**config.mk**
```make
export PLATFORM = sky130hd
export DESIGN_NAME = delay_link_tx
export DESIGN_NICKNAME = d
export VERILOG_FILES = /design/src/rtl/delay_link_tx.sv
export SDC_FILE = /design/constraint.sdc
export NUM_CORES = 1
export LEC_CHECK = 0
export ABC_AREA = 0
export BUFFER_PORTS_ARGS = -buffer_cell sky130_fd_sc_hd__buf_2
export CAP_MARGIN = 20
export CORE_MARGIN = 8
export CORE_UTILIZATION = 55
export DETAILED_ROUTE_END_ITERATION = 12
export PLACE_DENSITY = 0.85
export SLEW_MARGIN = 0
export SYNTH_ARGS = -nofsm -noshare
export SYNTH_HDL_FRONTEND = slang
export SYNTH_SLANG_ARGS = --single-unit
export TNS_END_PERCENT = 10
```
**constraint.sdc**
```tcl
create_clock -name clk -period 4.2 [get_ports clk]
set_clock_uncertainty 0.2 [all_clocks]
set_input_delay 0.63 -clock clk [delete_from_list [all_inputs] [get_ports clk]]
set_output_delay 0.63 -clock clk [all_outputs]
set_load 0.03 [all_outputs]
```
**src/rtl/delay_link_tx.sv**
```systemverilog
// ---------------------------------------------------------------------------
// delay_link_tx
//   Transmit side of the fixed-latency delay link. Flits arrive from a router
//   output port over valid/ready and are queued in a small FIFO. One word at a
//   time is presented to the delay stage on tx_data/tx_valid and is held
//   stable until that stage pulses tx_ack. Delivered words are counted, and a
//   sticky timeout flag is raised if a presented word waits too long for ack.
//
// Parameters
//   DATA_W   flit width
//   DEPTH    FIFO entries (power of 2, >= 2)
//   TIMEOUT  cycles a presented word may wait for ack before timeout_err
//
// Ports
//   clk          in   clock
//   reset        in   synchronous reset, active-low
//   in_data      in   flit from upstream router
//   in_valid     in   in_data valid
//   in_ready     out  FIFO can accept (combinational, = !full)
//   tx_data      out  word presented to the delay stage (registered)
//   tx_valid     out  tx_data holds a real flit (registered)
//   tx_ack       in   1-cycle pulse: delay stage sampled tx_data
//   sent_count   out  delivered-flit counter (wraps)
//   timeout_err  out  sticky: a word waited TIMEOUT cycles without ack
//   fifo_level   out  entries currently queued (held word excluded)
// ---------------------------------------------------------------------------
module delay_link_tx #(
    parameter int DATA_W  = 16,
    parameter int DEPTH   = 4,
    parameter int TIMEOUT = 64
) (
    input  logic                     clk,
    input  logic                     reset,
    input  logic [DATA_W-1:0]        in_data,
    input  logic                     in_valid,
    output logic                     in_ready,
    output logic [DATA_W-1:0]        tx_data,
    output logic                     tx_valid,
    input  logic                     tx_ack,
    output logic [15:0]              sent_count,
    output logic                     timeout_err,
    output logic [$clog2(DEPTH):0]   fifo_level
);

    localparam int PTR_W  = $clog2(DEPTH);
    localparam int LVL_W  = PTR_W + 1;
    localparam int WAIT_W = $clog2(TIMEOUT + 1);

    // The transmitter state is exactly "is a word being presented", so the
    // state register doubles as tx_valid.
    typedef enum logic {
        IDLE = 1'b0,
        HOLD = 1'b1
    } state_t;

    state_t               state;
    state_t               state_next;

    logic [DATA_W-1:0]    mem [DEPTH];
    logic [PTR_W-1:0]     wr_ptr;
    logic [PTR_W-1:0]     rd_ptr;
    logic [LVL_W-1:0]     level;
    logic [WAIT_W-1:0]    wait_cnt;

    logic                 fifo_empty;
    logic                 fifo_full;
    logic                 push;
    logic                 pop;
    logic                 ack_take;
    logic                 wait_tick;

    // Saturating increment of the ack-wait counter; it parks at TIMEOUT so a
    // very long stall cannot wrap it back to a small value.
    function automatic logic [WAIT_W-1:0] sat_inc(input logic [WAIT_W-1:0] v);
        if (v >= WAIT_W'(TIMEOUT))
            return WAIT_W'(TIMEOUT);
        else
            return v + 1'b1;
    endfunction

    assign fifo_empty = (level == '0);
    assign fifo_full  = (level == LVL_W'(DEPTH));

    // Ready depends only on the registered level, so a pop on the same edge
    // never lets a word slip into a full FIFO.
    assign in_ready   = !fifo_full;
    assign push       = in_valid && in_ready;

    assign tx_valid   = (state == HOLD);
    assign fifo_level = level;

    // An ack only counts while a word is actually presented.
    assign ack_take   = (state == HOLD) && tx_ack;
    assign wait_tick  = (state == HOLD) && !tx_ack;

    // -----------------------------------------------------------------------
    // Transmit FSM: state register
    // -----------------------------------------------------------------------
    always_ff @(posedge clk) begin
        if (!reset)
            state <= IDLE;
        else
            state <= state_next;
    end

    // -----------------------------------------------------------------------
    // Transmit FSM: next state and FIFO pop
    // -----------------------------------------------------------------------
    always_comb begin
        state_next = state;
        pop        = 1'b0;
        case (state)
            IDLE: begin
                // No bypass: only words already sitting in the FIFO are loaded.
                if (!fifo_empty) begin
                    pop        = 1'b1;
                    state_next = HOLD;
                end
            end
            HOLD: begin
                if (tx_ack) begin
                    if (!fifo_empty)
                        pop = 1'b1;
                    else
                        state_next = IDLE;
                end
            end
            default: begin
                state_next = IDLE;
            end
        endcase
    end

    // -----------------------------------------------------------------------
    // FIFO storage and pointers
    // -----------------------------------------------------------------------
    always_ff @(posedge clk) begin
        if (push)
            mem[wr_ptr] <= in_data;
    end

    always_ff @(posedge clk) begin
        if (!reset) begin
            wr_ptr <= '0;
            rd_ptr <= '0;
            level  <= '0;
        end else begin
            if (push)
                wr_ptr <= wr_ptr + 1'b1;
            if (pop)
                rd_ptr <= rd_ptr + 1'b1;
            if (push && !pop)
                level <= level + 1'b1;
            else if (!push && pop)
                level <= level - 1'b1;
        end
    end

    // -----------------------------------------------------------------------
    // Presented word: loaded on every pop, otherwise held (also in IDLE)
    // -----------------------------------------------------------------------
    always_ff @(posedge clk) begin
        if (!reset)
            tx_data <= '0;
        else if (pop)
            tx_data <= mem[rd_ptr];
    end

    // -----------------------------------------------------------------------
    // Delivery counter, ack-wait counter and sticky timeout flag
    // -----------------------------------------------------------------------
    always_ff @(posedge clk) begin
        if (!reset)
            sent_count <= '0;
        else if (ack_take)
            sent_count <= sent_count + 1'b1;
    end

    always_ff @(posedge clk) begin
        if (!reset)
            wait_cnt <= '0;
        else if (pop)
            wait_cnt <= '0;
        else if (wait_tick)
            wait_cnt <= sat_inc(wait_cnt);
    end

    // The flag rises on the edge that completes TIMEOUT un-acked HOLD cycles;
    // the word itself keeps being presented until it is acked.
    always_ff @(posedge clk) begin
        if (!reset)
            timeout_err <= 1'b0;
        else if (wait_tick && (wait_cnt >= WAIT_W'(TIMEOUT - 1)))
            timeout_err <= 1'b1;
    end

endmodule

```
==> reports/qor.csv <==
metric,value,unit
status,completed,
Max-slew headroom,40.8,%
Clock Latency Late Sink,0.37,ns
Antenna Nets Post-Route,0,
Post-CTS Hold Buffers,0,
initial DRC count,88,
worst-path fanout max,18,
die footprint,0.0111,mm^2
detailed-route via count,2761,
actual slew at the worst max-slew pin,0.889,ns
IO buf count,57,
drt pass-1 iters,4,
sequential area share after synthesis,65.8,%
top cell type's share of synthesized area,43.9,%
IO Count,58,
# diodes,0,
GRT overflow,0,
Reg area,0.00288,mm^2
Final Max Slew Viols,0,
Synth area leader,edfxtp_1,
Final nets,418,
Site Rows,32,
post-layout min period,2.94,ns
Synth cell types,40,
VDD IR max,0.347,mV
Max-Cap Viols,0,
total wire length,8380,um
routed len/inst,16.9,um
largest net degree at the start of global routing,29,
setup TNS,0,ns
Area Growth Syn to Fin,13.5,%
H-tree levels,3,
initial antenna violation count,0,
multi-input combinational cell area,0.00141,mm^2
Die Height,105,um
# DRC,0,
PD cells,574,mW/mm^2
CTS Buffer Depth,2,
crit start category,register,
CTS tree,yes,
slowest CP cell,dfxtp_1,
syn avg cell area,13.2,um^2
Clock transition at path regs,0.11,ns
core area,0.00773,mm^2
Post-synth EDFFs,64,
share of layout cells above drive strength 1,24.4,%
number of fill cells,550,
Mapped Area,0.00438,mm^2
hpwl dp,5780,um
Synth Warn #,0,
global-route wire length before repair,13800,um
Worst Setup Path Type,register to register,
clk root buf,clkbuf_8,
Worst path max stage delay,0.47,ns
critical path cell sequence,"nor2b_1, nor2_1, buf_4, inv_2, ha_1, inv_1, fa_1, xor2_1, or3_1, a21oi_1",
gr usage total,15.7,%
Final setup viols,0,
Final Wtd Congestion,0.797,
Num CTS Buffers,9,
static leakage,0.00183,uW
Hold Crit Class,register to register,
Tcrit/Tclk final,70.1,%
Vias/cell,5.57,
"Async S/R FF share, synth",0,%
vias in the first global route,2803,
Most used DFF post-synth,edfxtp_1,
"Req. time, crit path",4.31,ns
PostCTS Resize Cnt,0,
Tot Pwr,2860,uW
unrepaired setup endpoints after global routing,false,
Initial Utilization,56.7,%
worst path arrival time,3.05,ns
Hold Fails Final Rpt,0,
Post-synth top cells,"edfxtp_1, dfxtp_1, nand2_1",
most common cell in the netlist,edfxtp_1,
largest cells by area after synthesis,"edfxtp_1, dfxtp_1, mux4_2",
post-synth net total,360,
Synth Instances,331,
clk sinks,112,
Die Wd,105,um
"flops & latches, synth",112,
setup bufs post-CTS,0,
Max Clock Freq,0.340,GHz
crit end category,register,
==> cell type report <==
class | count | share of cell area (%)
clock inverters | 7 | 1.28
repair buffers | 62 | 6.89
inverters | 7 | 0.528
flip-flops and latches | 112 | 57.9
well taps | 102 | 2.57
multi-input cells | 197 | 28.3
clock buffers | 9 | 2.49
==> critical path, delay by kind of cell, from the launching register on <==
kind / cells / cell delay, ns
flip-flops: 1 / 0.47
AND/OR/NAND/NOR: 3 / 0.69
adder cells (fa/ha/maj): 2 / 0.62
buffers and inverters: 3 / 0.57
AO/OA/AOI/OAI: 1 / 0.14
XOR/XNOR: 1 / 0.18
==> kinds of logic after synthesis <==
group,after synthesis,share of synthesized area [%]
compound gates,41,5.14
simple gates,112,12.2
buf+inv,22,2.08
xor+xnor,17,3.40
fa+ha+maj,9,2.74
flops,112,65.8
mux,18,8.68
==> per-layer routing <==
layer  GRT usage, %  share of wire, %
met2           26.1                50
met3           6.46               6.6
met4           5.61               2.0
met5              0                 0
met1           17.8                42
==> layout by cell type (no fill, tap or decap), types with 3 or more instances in the layout <==
cell / count
a21oi_1: 28
and2_1: 4
and4_1: 3
buf_2: 57
buf_4: 4
clkbuf_8: 9
dfxtp_1: 48
edfxtp_1: 64
ha_1: 8
inv_1: 6
inv_6: 3
inv_8: 3
mux4_2: 16
nand2_1: 47
nand3_1: 8
nor2_1: 23
nor3_1: 5
o21ai_0: 5
or3_1: 7
xnor2_1: 6
xor2_1: 11
==> power breakdown <==
group	leakage, uW	total (uW)	internal, uW	switching (uW)
clock	0.0000980	611	233	378
combinational	0.000757	822	319	503
sequential	0.000978	1420	1310	110
==> through the flow <==
| step | cells | worst slack (ns) | hold slack [ns] | instance area [um^2] | util (%) |
|---|---|---|---|---|---|
| after detailed placement | 480 | 1.03 | 0.250 | 4790 | 61.9 |
| after floorplan | 331 | 1.39 | 0.267 | 4380 | - |
| final | 496 | 1.26 | 0.261 | 4970 | 64.4 |
| after global routing | 496 | 1.02 | 0.232 | 4970 | 64.4 |
| after global placement | 479 | 1.09 | 0.243 | 4760 | 61.6 |
| after CTS | 496 | 1.27 | 0.243 | 4970 | 64.4 |
==> registers in the layout, summed over array words and instances (netlist names) <==
name         cells
timeout_err      1
mem             64
rd_ptr           2
tx_data         16
wr_ptr           2
tx_valid         1
sent_count      16
wait_cnt         7
fifo_level       3
==> final timing paths <==
path,startpoint,end,slack [ns],depth (start not counted)
setup / recovery,tx_valid,fifo_level[2],1.26,10
hold / removal,tx_data[6],tx_data[6],0.26,2
setup reg to reg,tx_valid,fifo_level[2],1.26,10
hold reg to reg,tx_data[6],tx_data[6],0.26,2
No activity file was read; power rests on OpenSTA's default activity.
